## config.mk

```make
export PLATFORM = sky130hd
export DESIGN_NAME = clut_write_queue
export DESIGN_NICKNAME = d
export VERILOG_FILES = /design/src/rtl/clut_write_queue.sv
export SDC_FILE = /design/constraint.sdc
export NUM_CORES = 1
export LEC_CHECK = 0
export CORE_AREA = 10 10 261 163
export CTS_BUF_LIST = sky130_fd_sc_hd__clkbuf_8 sky130_fd_sc_hd__clkbuf_16
export CTS_CLUSTER_SIZE = 14
export DETAILED_ROUTE_END_ITERATION = 7
export DIE_AREA = 0 0 271 173
export PLACE_DENSITY = 0.87
export SLEW_MARGIN = 20
export SYNTH_ARGS = -nofsm -noshare
export SYNTH_HDL_FRONTEND = slang
export SYNTH_SLANG_ARGS = --single-unit
```

## constraint.sdc

```tcl
create_clock -name clk -period 9.04 [get_ports clk]
set_input_delay 1.356 -clock clk [delete_from_list [all_inputs] [get_ports clk]]
set_output_delay 1.356 -clock clk [all_outputs]
set_load 0.05 [all_outputs]
```

## src/rtl/clut_write_queue.sv

```systemverilog
// Queues CLUT colour writes from the ICA/DCA register port until the RAM write
// port is free; all other register writes are forwarded one cycle later.
module clut_write_queue #(
   parameter int unsigned DEPTH_LOG2 = 4
) (
   input  logic                  clk,
   input  logic                  reset,
   input  logic [6:0]            register_adr,
   input  logic [23:0]           register_data,
   input  logic                  register_write,
   input  logic                  clut_wr_allow,
   output logic                  clut_we,
   output logic [7:0]            clut_adr,
   output logic [23:0]           clut_rgb,
   output logic [6:0]            reg_adr_o,
   output logic [23:0]           reg_data_o,
   output logic                  reg_write_o,
   output logic [1:0]            clut_bank,
   output logic [DEPTH_LOG2:0]   level,
   output logic                  overflow
);

   localparam int unsigned DEPTH = 1 << DEPTH_LOG2;
   localparam logic [DEPTH_LOG2:0] FULL_LEVEL = (DEPTH_LOG2 + 1)'(DEPTH);
   localparam logic [DEPTH_LOG2:0] ONE_LEVEL  = (DEPTH_LOG2 + 1)'(1);
   localparam logic [6:0]          BANK_ADR   = 7'h43;

   logic [31:0]           mem [DEPTH];
   logic [DEPTH_LOG2-1:0] wr_ptr;
   logic [DEPTH_LOG2-1:0] rd_ptr;

   logic       write_ok;
   logic       colour_wr;
   logic       bank_wr;
   logic       fwd_wr;
   logic       full;
   logic       pop;
   logic       push;
   logic       drop;
   logic [7:0] colour_idx;

   // Writes presented while reset is high are masked out entirely.
   always_comb begin
      write_ok   = register_write && !reset;
      colour_wr  = write_ok && (register_adr[6] == 1'b0);
      bank_wr    = write_ok && (register_adr == BANK_ADR);
      fwd_wr     = write_ok && register_adr[6];
      full       = (level == FULL_LEVEL);
      pop        = !reset && clut_wr_allow && (level != '0);
      push       = colour_wr && (!full || pop);
      drop       = colour_wr && full && !pop;
      colour_idx = {clut_bank, register_adr[5:0]};
   end

   always_ff @(posedge clk) begin
      if (push) begin
         mem[wr_ptr] <= {colour_idx, register_data};
      end
   end

   always_ff @(posedge clk) begin
      if (reset) begin
         wr_ptr   <= '0;
         rd_ptr   <= '0;
         level    <= '0;
         overflow <= 1'b0;
      end else begin
         if (push) begin
            wr_ptr <= wr_ptr + 1'b1;
         end
         if (pop) begin
            rd_ptr <= rd_ptr + 1'b1;
         end
         case ({push, pop})
            2'b10:   level <= level + ONE_LEVEL;
            2'b01:   level <= level - ONE_LEVEL;
            default: level <= level;
         endcase
         if (drop) begin
            overflow <= 1'b1;
         end
      end
   end

   // Bank register updates after the edge, so a same-cycle colour write uses the old bank.
   always_ff @(posedge clk) begin
      if (reset) begin
         clut_bank <= '0;
      end else if (bank_wr) begin
         clut_bank <= register_data[1:0];
      end
   end

   always_ff @(posedge clk) begin
      if (reset) begin
         clut_we  <= 1'b0;
         clut_adr <= '0;
         clut_rgb <= '0;
      end else begin
         clut_we <= pop;
         if (pop) begin
            {clut_adr, clut_rgb} <= mem[rd_ptr];
         end
      end
   end

   always_ff @(posedge clk) begin
      if (reset) begin
         reg_write_o <= 1'b0;
         reg_adr_o   <= '0;
         reg_data_o  <= '0;
      end else begin
         reg_write_o <= fwd_wr;
         if (fwd_wr) begin
            reg_adr_o  <= register_adr;
            reg_data_o <= register_data;
         end
      end
   end

endmodule

```

## Word level (Yosys, flattened, before mapping)

Memories as Yosys holds them, arrays and structs flattened. A register that Yosys moved wholly into a read port is not among the register bits.
Cells that the tools add are included.

| word-level totals | value |
|---|---|
| logic and storage cells | 37 |
| register bits | 49 |
| input port bits | 35 |
| memory bits (writable) | 512 |
| output and inout port bits | 73 |
| memories | 1 |

Memories:

| name | words | bits a word | read ports | clocked after memory_dff | wr ports | RTL line | text |
|---|---|---|---|---|---|---|---|
| mem | 16 | 32 | 1 | 1 | 1 | 28 | `logic [31:0] mem [DEPTH];` |

| operators by class | value |
|---|---|
| $add $sub $neg | 4 |
| bitwise logic cells | 1 |
| equality and inequality tests | 4 |
| reductions and logical operators | 15 |
| muxes and demuxes | 3 |

Operators with widths:

| operator | number |
|---|---|
| $pmux W5 S2 | 1 |
| $logic_and A1 B1 Y1 | 9 |
| $add A4 B1 Y4 const B | 2 |
| $eq A7 B7 Y1 const B | 1 |
| $add A5 B1 Y5 const B | 1 |
| $eq A5 B5 Y1 const B | 1 |
| $reduce_bool A5 Y1 | 1 |
| $sub A5 B1 Y5 const B | 1 |
| $logic_not A1 Y1 | 3 |
| $eq A2 B1 Y1 const B | 1 |
| $eq A2 B2 Y1 const B | 1 |
| $mux W1 | 2 |
| $reduce_bool A2 Y1 | 1 |
| $logic_or A1 B1 Y1 | 1 |
| $not A1 Y1 | 1 |

## Longest topological paths before layout

| depth | value |
|---|---|
| depth after elaboration | 7 |
| gate-level depth with buffers | 10 |

## Worst setup path before layout

OpenSTA, ideal clock, no wires.

| path | value |
|---|---|
| path kind | input-to-reg |
| from | input register_adr[6] |
| to | memory mem[0][0] (enable) |
| slack | 4,015 ps |
| setup time | 461 ps |
| arrival time | 4,564 ps |
| stages on the path | 4 |
| data required time | 8,579 ps |
| path through | or3b_2 > a21oi_1 > nand2_1 > nor3_1 |

| between the ends | value |
|---|---|
| word-level cells in the longest chain between the ends | 5 |

RTL lines:

| what | RTL line | text |
|---|---|---|
| start: declaration | 8 | `input logic [6:0] register_adr,` |
| $not A1 Y1 | 45 | `colour_wr = write_ok && (register_adr[6] == 1'b0);` |
| $logic_and A1 B1 Y1 | 45 |  |
| $logic_and A1 B1 Y1 | 50 | `push = colour_wr && (!full \|\| pop);` |
| $mux W1 | 56 | `if (push) begin` |
| $mux W1 (implied by the code) | 57 | `mem[wr_ptr] <= {colour_idx, register_data};` |
| end: declaration | 28 |  |

No other way between the ends.

## Worst setup path in the final report

| path | value |
|---|---|
| from | input reset |
| to | memory mem[4][31] (enable) |

| between the ends | value |
|---|---|
| word-level cells in the longest chain between the ends | 7 |
| elaborated cells between the ends (all ways) | 9 |
| those cells by class | mux (2); reduce/logical (7) |

RTL lines:

| what | RTL line | text |
|---|---|---|
| start: declaration | 7 | `input logic reset,` |
| $logic_not A1 Y1 (*) | 44, 49 |  |
| $logic_and A1 B1 Y1 (2 in series) | 49 | `pop = !reset && clut_wr_allow && (level != '0);` |
| $logic_or A1 B1 Y1 | 50 |  |
| $logic_and A1 B1 Y1 (*) | 50 |  |
| $mux W1 (*) | 56 |  |
| $mux W1 (implied by the code) (*) | 57 |  |

Mark *: on every way between the ends. The rest lies on a longest branch, timed or not.

==> results.json <==
{
  "status": "finished, final reports clean",
  "cts.htree.levels": 2,
  "core_sq_um": 37500,
  "die_h_microns": 173,
  "syn-num-nets": 1154,
  "ir_drop_mv": 0.167,
  "setup_tns_ns": 0,
  "io_pins": 108,
  "gp_congestion": 0.795,
  "grt_pass1_wl_microns": 79600,
  "area.growth.synth_to_final_pct": 15.6,
  "clockRootBuffer": "clkbuf_16",
  "final_util_pct": 69.3,
  "drc": 0,
  "period_minus_slack_ns": 4.27,
  "internal_power_w": 0.00464,
  "hold_slack_ns": 0.461,
  "dieArea_sq_um": 46900,
  "rsz0062_at_grt": "false",
  "synth_area_per_cell_sq_um": 20.2,
  "grt-ovfl-total": 0,
  "yosysSeqAreaShare_pct": 75.6,
  "ys_top_cells_by_count": "edfxtp_1, mux4_2, dfxtp_1",
  "setup-violations-final": 0,
  "crit_required_ns": 9.23,
  "insertion_delay_ns": 0.59,
  "wirelength_microns": 53200,
  "hold_depth": 2,
  "period_share_pct": 47.3,
  "p_sw_share_pct": 26.7,
  "drv_slew": 0,
  "synth_flop_cell": "edfxtp_1",
  "vias_per_cell": 6.52,
  "synth_edf_count": 512,
  "synthDistinctLibCells": 49,
  "wl_per_cell_microns": 29.7,
  "grt_pass1_vias": 12100,
  "synthArstFlopShare_pct": 0,
  "yosysTopAreaCell": "edfxtp_1",
  "die_w_microns": 271,
  "dpl.hpwl_microns": 29100,
  "cp.arrival_ns": 4.46,
  "max_cap_viol_count": 0,
  "nets": 1279,
  "drtIter0Drc": 1562,
  "via_count": 11700,
  "drive_above_1_share_pct": 22.0,
  "clock.fmax_mhz": 234,
  "powerDensity_nw_per_um2": 244,
  "cts_tree": "built",
  "final-hold-violation-count": 0,
  "startpoint_type": "input pin",
  "cp_max_fo": 51,
  "synthTopCellsByArea": "edfxtp_1, mux4_2, dfxtp_1",
  "ctsLongestPathBuffers": 3,
  "yosysWarnings": 0,
  "endpoint_kind": "flop",
  "slew_headroom_pct": 23.4,
  "synthMostInstantiatedCell": "edfxtp_1",
  "diodes": 0,
  "switching_power_w": 0.00169,
  "worst-setup-path-type": "in2reg",
  "tightest_slew_ns": 1.15,
  "grt_usage_pct": 22.3,
  "antenna_left": 0,
  "cts_setup_buffers": 0,
  "dr.pass1.iters": 5,
  "ctsResizeCount": 0,
  "grt_max_degree": 73,
  "clock_sinks": 593,
  "clock_power_share_pct": 33.2,
  "p_leak_nw": 8.31,
  "combPwrFrac_pct": 16.6,
  "rr_worst_depth": 5,
  "holdBufCountCts": 0,
  "finalClockSkew_ns": 0.0234,
  "hp-class": "reg2reg",
  "io_buffers": 107,
  "cts_made_buffers": 51,
  "initial_core_util_pct": 59.9,
  "rows": 55,
  "syn_area_sq_um": 22500,
  "synthCells": 1112,
  "dp_cells": 1691,
  "ys_ff_latch": 593,
  "synth_top_area_share_pct": 68.4,
  "clkTransAtPathRegs_ns": 0.06,
  "finalNonFillerCells": 1790,
  "fillCellCount": 2175,
  "antenna_found_initial": 0,
  "p_seq_share_pct": 50.1
}
[placed cells by master (no fill, tap or decap), types with 2 or more instances in the layout]
cell type,count
nand3b_1,31
dfxtp_4,3
inv_1,33
clkbuf_16,53
o21ai_0,4
clkinv_1,4
clkinv_2,4
nor2b_1,2
nor2_4,13
buf_4,19
a21oi_1,4
ha_1,7
xnor2_1,2
buf_16,7
a211oi_1,4
a221o_1,32
nand2b_1,5
mux4_2,128
mux2i_1,37
nor3_1,3
clkbuf_8,5
xor2_1,5
dfxtp_1,78
clkdlybuf4s50_1,107
edfxtp_1,512
mux2_2,32
a22oi_1,3
o211ai_1,2
nor2_1,43
nand2_1,64
nor3_2,4
bufinv_16,2
[area by class of cell]
class                      count  area, sq um  share of cell area [%]
sequential                   593        17000                    65.4
multi-input combinational    448         5290                    20.4
timing repair buffer         135         1440                    5.53
clock buffer                  58         1400                    5.37
tap                          513          642                    2.47
clock inverter                35          189                   0.727
inverter                       8         30.0                   0.116
[power groups by stage]
stage          logic [W]  clock network, W  registers, W
2_1_floorplan   0.000537                 0       0.00338
3_3_place_gp    0.000999                 0       0.00322
3_5_place_dp     0.00103                 0       0.00322
4_1_cts          0.00104           0.00212       0.00317
5_1_grt          0.00110           0.00222       0.00318
6_report         0.00105           0.00210       0.00317
[worst max-delay path, stage by stage]
cell             delay, ns
clkdlybuf4s50_1       0.41
buf_4                 0.29
or3b_2                0.56
a21oi_1               0.47
nand2_1               0.37
nor2_4                0.97
[path summary, 6_finish.rpt]
kind | from | endpoint | slack (ns)
max | reset | mem[4][31] | 4.77
min | reg_adr_o[5] | reg_adr_o[5] | 0.46
max reg2reg | rd_ptr[2] | clut_adr[5] | 5.91
min reg2reg | reg_adr_o[5] | reg_adr_o[5] | 0.46
[sequential cells by signal (all words and copies together) (netlist names), 2 cells and up]
| signal | flops |
|---|---|
| clut_adr | 8 |
| level | 5 |
| clut_rgb | 24 |
| wr_ptr | 4 |
| mem | 512 |
| clut_bank | 2 |
| reg_data_o | 24 |
| rd_ptr | 4 |
| reg_adr_o | 7 |
[layer usage]
metal | global-route usage [%] | wire, microns | vias to the layer above
met2 | 37.1 | 26800 | 706
met1 | 29.6 | 20400 | 6105
met5 | 0 | 0 | -
met4 | 6.91 | 1330 | 0
met3 | 4.16 | 4650 | 102
li1 | - | - | 4763
[kinds of logic (layout without fill, tap and decap cells)]
family	count (synthesis)	count (layout)	synth area share [%]
compound gates	61	61	2.45
fa+ha+maj	7	7	0.390
flops	593	593	75.6
mux	197	197	16.1
simple gates	176	176	3.77
buf+inv	71	236	1.44
xor+xnor	7	7	0.273
[per-stage QoR]
stage / power, W / worst slack (ns) / area [sq um]
after floorplan: 0.00392 / 4.02 / 22500
after global placement: 0.00422 / 4.29 / 24200
after detailed placement: 0.00425 / 4.27 / 24200
after CTS: 0.00633 / 4.85 / 25800
after global routing: 0.00651 / 4.63 / 26000
final: 0.00633 / 4.77 / 26000
No activity file was read; power rests on OpenSTA's default activity.
